[config.mk]
export PLATFORM = sky130hd
export DESIGN_NAME = uart_rx
export DESIGN_NICKNAME = d
export VERILOG_FILES = /design/src/rtl/uart_rx.sv
export SDC_FILE = /design/constraint.sdc
export NUM_CORES = 1
export LEC_CHECK = 0
export ABC_AREA = 1
export CAP_MARGIN = 30
export CORE_ASPECT_RATIO = 0.5
export CORE_MARGIN = 2
export CORE_UTILIZATION = 58
export CTS_BUF_LIST = sky130_fd_sc_hd__clkbuf_4
export DETAILED_ROUTE_END_ITERATION = 8
export GPL_TIMING_DRIVEN = 0
export MAX_ROUTING_LAYER = met4
export PLACE_DENSITY = 0.9
export SLEW_MARGIN = 40
export SYNTH_ARGS = -nofsm -noshare
export SYNTH_HDL_FRONTEND = slang
export SYNTH_SLANG_ARGS = --single-unit
export TNS_END_PERCENT = 1
[constraint.sdc]
create_clock -name clk -period 2.45 [get_ports clk]
set_clock_uncertainty 0.2 [all_clocks]
set_input_delay 0.3675 -clock clk [delete_from_list [all_inputs] [get_ports clk]]
set_output_delay 0.3675 -clock clk [all_outputs]
set_load 0.01 [all_outputs]
[src/rtl/uart_rx.sv]
// uart_rx: oversampling 8N1 serial receiver with mid-bit start validation and a one-cycle byte strobe.
// Define UART_RX_PARITY_EN to add an even-parity bit between the data bits and the stop bit.
module uart_rx #(
   parameter int CLKS_PER_BIT = 32,
   parameter int DATA_BITS    = 8
) (
   input  logic                 clk,
   input  logic                 rst,
   input  logic                 rx_in,
   output logic [DATA_BITS-1:0] rx_data,
   output logic                 rx_valid,
   output logic                 frame_err,
   output logic                 parity_err,
   output logic                 busy
);

   localparam int CNT_W = $clog2(CLKS_PER_BIT);
   localparam int BIT_W = $clog2(DATA_BITS + 1);
   localparam logic [CNT_W-1:0] HALF_LAST = CNT_W'(CLKS_PER_BIT / 2 - 1);
   localparam logic [CNT_W-1:0] BIT_LAST  = CNT_W'(CLKS_PER_BIT - 1);
   localparam logic [BIT_W-1:0] DATA_LAST = BIT_W'(DATA_BITS - 1);

   typedef enum logic [2:0] {
      IDLE,
      START,
      DATA,
      STOP,
      WAIT_IDLE
`ifdef UART_RX_PARITY_EN
      , PARITY
`endif
   } state_t;

   state_t               state;
   logic                 sync1;
   logic                 rx_s;
   logic [CNT_W-1:0]     clk_cnt;
   logic [BIT_W-1:0]     bit_cnt;
   logic [DATA_BITS-1:0] shreg;
   logic                 par_bad;

`ifdef UART_RX_PARITY_EN
   logic par_bit;
   assign par_bad = ^{shreg, par_bit};
`else
   assign par_bad    = 1'b0;
   assign parity_err = 1'b0;
`endif

   // NOTE: every register lives in this one clocked block and uses <=, so all
   // reads see the pre-edge value; strobes default low and are set for one cycle.
   always_ff @(posedge clk) begin
      if (rst) begin
         sync1     <= 1'b1;   // synchronizer resets to the idle line level
         rx_s      <= 1'b1;
         state     <= IDLE;
         clk_cnt   <= '0;
         bit_cnt   <= '0;
         shreg     <= '0;
         rx_data   <= '0;
         rx_valid  <= 1'b0;
         frame_err <= 1'b0;
         busy      <= 1'b0;
`ifdef UART_RX_PARITY_EN
         par_bit    <= 1'b0;
         parity_err <= 1'b0;
`endif
      end else begin
         sync1     <= rx_in;
         rx_s      <= sync1;
         rx_valid  <= 1'b0;
         frame_err <= 1'b0;
`ifdef UART_RX_PARITY_EN
         parity_err <= 1'b0;
`endif
         case (state)
            IDLE: begin
               clk_cnt <= '0;
               if (!rx_s) begin
                  state <= START;
                  busy  <= 1'b1;
               end
            end
            START: begin
               if (clk_cnt == HALF_LAST) begin
                  clk_cnt <= '0;
                  if (rx_s) begin
                     state <= IDLE;
                     busy  <= 1'b0;
                  end else begin
                     state <= DATA;
                  end
               end else begin
                  clk_cnt <= clk_cnt + CNT_W'(1);
               end
            end
            DATA: begin
               if (clk_cnt == BIT_LAST) begin
                  clk_cnt <= '0;
                  shreg   <= {rx_s, shreg[DATA_BITS-1:1]};
                  if (bit_cnt == DATA_LAST) begin
                     bit_cnt <= '0;
`ifdef UART_RX_PARITY_EN
                     state   <= PARITY;
`else
                     state   <= STOP;
`endif
                  end else begin
                     bit_cnt <= bit_cnt + BIT_W'(1);
                  end
               end else begin
                  clk_cnt <= clk_cnt + CNT_W'(1);
               end
            end
`ifdef UART_RX_PARITY_EN
            PARITY: begin
               if (clk_cnt == BIT_LAST) begin
                  clk_cnt <= '0;
                  par_bit <= rx_s;
                  state   <= STOP;
               end else begin
                  clk_cnt <= clk_cnt + CNT_W'(1);
               end
            end
`endif
            STOP: begin
               if (clk_cnt == BIT_LAST) begin
                  clk_cnt <= '0;
                  if (!rx_s) begin
                     frame_err <= 1'b1;   // framing error outranks parity
                     state     <= WAIT_IDLE;
                  end else begin
                     state <= IDLE;
                     busy  <= 1'b0;
                     if (par_bad) begin
`ifdef UART_RX_PARITY_EN
                        parity_err <= 1'b1;
`endif
                     end else begin
                        rx_data  <= shreg;
                        rx_valid <= 1'b1;
                     end
                  end
               end else begin
                  clk_cnt <= clk_cnt + CNT_W'(1);
               end
            end
            WAIT_IDLE: begin
               if (rx_s) begin
                  state <= IDLE;
                  busy  <= 1'b0;
               end
            end
            default: begin
               state <= IDLE;
               busy  <= 1'b0;
            end
         endcase
      end
   end

endmodule

==> key figures <==
Run status
  • Status: finished clean

Global route
  • Pin count of the biggest net entering global routing: 12
  • GR Overflow Total: 0
  • Gr usage total: 22.51%
  • Global-route wire length before repair: 4.919 mm
  • Initial antenna violation count: 0
  • Vias in the first global route: approximately 1.1k

Clock tree
  • CTS Buf Count: 5
  • PostCTS Resize Cnt: 0
  • Clk root buf: clkbuf_4
  • Worst-Skew Late Latency: 0.35 ns
  • Clock sinks: 33
  • CTS tree: built
  • CTS max path bufs: 2
  • H-tree levels: 2
  • Reg clk slew, reported paths: 0.11 ns
  • CTS Hold Bufs: 0
  • Post-CTS Setup Bufs: 0

Floorplan
  • Die Width: 76.14 um
  • Row Count: 12
  • Core area: 2342 um2
  • Initial Utilization: 64.42%
  • Ports: 15
  • Die Span Y: 40.07 um
  • Die area: 3050 um2

Cells and area
  • Layout cells sized above 1: ~15%
  • Fillers: between 150 and 200
  • Utilization after layout: 74.79%
  • # diodes: 0
  • Final nets: 217
  • Area of the multi-input gates: roughly 700 um2
  • FF/Latch Area: 660.6 um2
  • Post-route insts no fill: ~240
  • Synth-to-Final Area Change: 16.09%

Synthesis
  • Flops & latches, synth: 33
  • Top post-synthesis cells by count: dfxtp_1 (33), nand2_1 (30), inv_1 (22)
  • Mapped Nets: 198
  • Post-synth cell types: 30
  • Syn Area/Cell: 7.984 um2
  • Warnings from Yosys: 0
  • Synth Instances: 189
  • Cell Area, Synth: ~1500 um2
  • Top cells by area, synth: dfxtp_1 (44%), nand2_1 (7.5%), a21oi_1 (7.0%)
  • Post-synth top flop: dfxtp_1
  • Synth top area share: between 40% and 50%
  • Post-synthesis sequential area ratio: 43.78%
  • Count leader, synth: dfxtp_1
  • EDFF count, synth: 0
  • Post-synthesis async set-or-reset flop share: 0%
  • Area leader, netlist: dfxtp_1

Place
  • Dpl ws: about 0.36 ns
  • Gpl congestion: 0.8317
  • Cells after DPL: 236
  • # port buffers: 12
  • DP HPWL: approximately 2.0 mm

Drt
  • ANT nets after route: 0
  • DR vias: 1233
  • DR WL/cell: approximately 11 um
  • DRC: 0
  • Vias/cell: about 5
  • Pre-Repair DR Iteration Count: 4
  • Starting DRT DRC Count: 127
  • Final wirelength: about 2.7 mm

STA
  • # setup viols final: 0
  • PnR worst setup slack: about 0.36 ns
  • Final worst path period need: ~2.1 ns
  • Fin. Hold Viols: 0
  • RSZ-0062 raised after global routing: false
  • Tcrit/Tclk final: between 80% and 90%
  • Fmax: around 0.48 GHz
  • Setup tns final: 0 ns
  • Fin. max-slew vios: 0

Worst setup path
  • Crit path DAT: 2.18 ns
  • Slowest stage cell, crit path: dfxtp_1
  • Kind of critical path: reg -> reg
  • CP most frequent cell: nand2_1
  • RR Endpoint: state[0]
  • Crit start category: register
  • CP required: between 2 and 3 ns
  • Launch point of the critical path: clk_cnt[0]
  • Critical-path cell list: ha_1, nand2_1, nor2_1, ha_1, inv_1, nand2_1, nand2_1, nor2_2, nand3_1, a21oi_1
  • Slowest stage delay, CP: 0.38 ns
  • Critical path endpoint: state[0]
  • Reg2reg start: clk_cnt[0]
  • Max FO, Critical Path: 4
  • Critical path capture point type: register
  • R2r worst-path depth: 10
  • R2r setup slk: 0.36 ns

Pwr
  • PwrDens: 843.0 nW/um2
  • Clock power frac: 27.9%
  • Tot Pwr: between 1 and 1.5 mW
  • Logic pwr share: 30.7%
  • Cell internal pwr: between 0.9 and 1 mW
  • Peak supply drop: approximately 0.46 mV
  • Psw: 0.5114 mW
  • Seq pwr share: 41.5%
  • Switching part of the total: 34.63%
  • Leakage power: between 0.7 and 0.8 nW

Flow run
  • Number of max-cap violations: 0

Min path
  • Hold Crit Class: in -> reg
-- kinds of logic after synthesis --
logic type | Yosys count | share of synthesized area, %
AND/OR/NAND/NOR | 72 | 23.63
AO/OA/AOI/OAI | 44 | 16.17
other | 1 | 0.2485
flip-flops | 33 | 43.78
buffers and inverters | 31 | 10.03
adder cells (fa/ha/maj) | 6 | 4.975
XOR/XNOR | 2 | 1.161
-- registers in the layout, indices dropped and copies added, names as in the netlist --
signal and count:
clk_cnt 5, rx_data 8, shreg 8, bit_cnt 4, rx_valid 1, sync1 1, busy 1, frame_err 1
rx_s 1, state 3
-- layout by cell type, fill, tap and decap left out, types with 2 or more instances in the layout --
| cell | instances |
|---|---|
| a21oi_1 | 21 |
| a21oi_2 | 2 |
| buf_4 | 3 |
| buf_6 | 3 |
| clkbuf_4 | 5 |
| clkdlybuf4s50_1 | 12 |
| dfxtp_1 | 33 |
| ha_1 | 6 |
| inv_1 | 22 |
| nand2_1 | 30 |
| nand2_2 | 2 |
| nand3_1 | 10 |
| nand4_1 | 2 |
| nor2_1 | 16 |
| nor2_2 | 2 |
| o21ai_0 | 15 |
| o21ai_2 | 4 |
| or2_2 | 3 |
| xor2_1 | 2 |
-- per-layer routing --
metal	vias to the layer above	GRT usage (%)	wire, um
met4	0	7.273	19
met5	-	-	0
met1	555	24.76	1270
met2	31	40.40	1250
li1	645	-	-
met3	2	8.333	145
-- how the worst min path moves through the flow --
stage / from / to / cells past startpoint
2_1_floorplan: sync1 / rx_s / 1
3_3_place_gp: sync1 / rx_s / 1
3_5_place_dp: sync1 / rx_s / 1
4_1_cts: rst / bit_cnt[1] / 2
5_1_grt: rst / bit_cnt[1] / 2
6_report: rst / bit_cnt[1] / 2
-- layout make-up --
type / count / area share, %
plain buffers: 8 / 3.714
clock buffers: 5 / 2.143
clock inverters: 3 / 2.357
inverters: 23 / 4.929
multi-input cells: 125 / 39.79
flip-flops and latches: 33 / 37.71
well taps: 35 / 2.500
repair buffers: 12 / 6.857
-- stage by stage --
step                hold WS, ns  instance area [um2]
detailed placement       0.1965                 1673
floorplan                0.1895                 1509
CTS                     0.09391                 1752
finish                  0.09463                 1752
global placement         0.1958                 1673
global route            0.09199                 1752
-- critical path: cells and delay by family (launching register included) --
| family | cells | cell delay, ns |
|---|---|---|
| compound gates | 1 | 0.14 |
| flops | 1 | 0.38 |
| fa+ha+maj | 2 | 0.48 |
| simple gates | 6 | 0.76 |
| buf+inv | 1 | 0.06 |
-- power by group through the flow --
stage               combinational (mW)  sequential, mW  clock [mW]
floorplan                        0.366           0.623           0
global route                     0.506           0.619       0.446
global placement                 0.437           0.623           0
detailed placement               0.449           0.625           0
finish                           0.453           0.612       0.412
CTS                              0.452           0.612       0.420
Power figures use the tool's default switching activity.
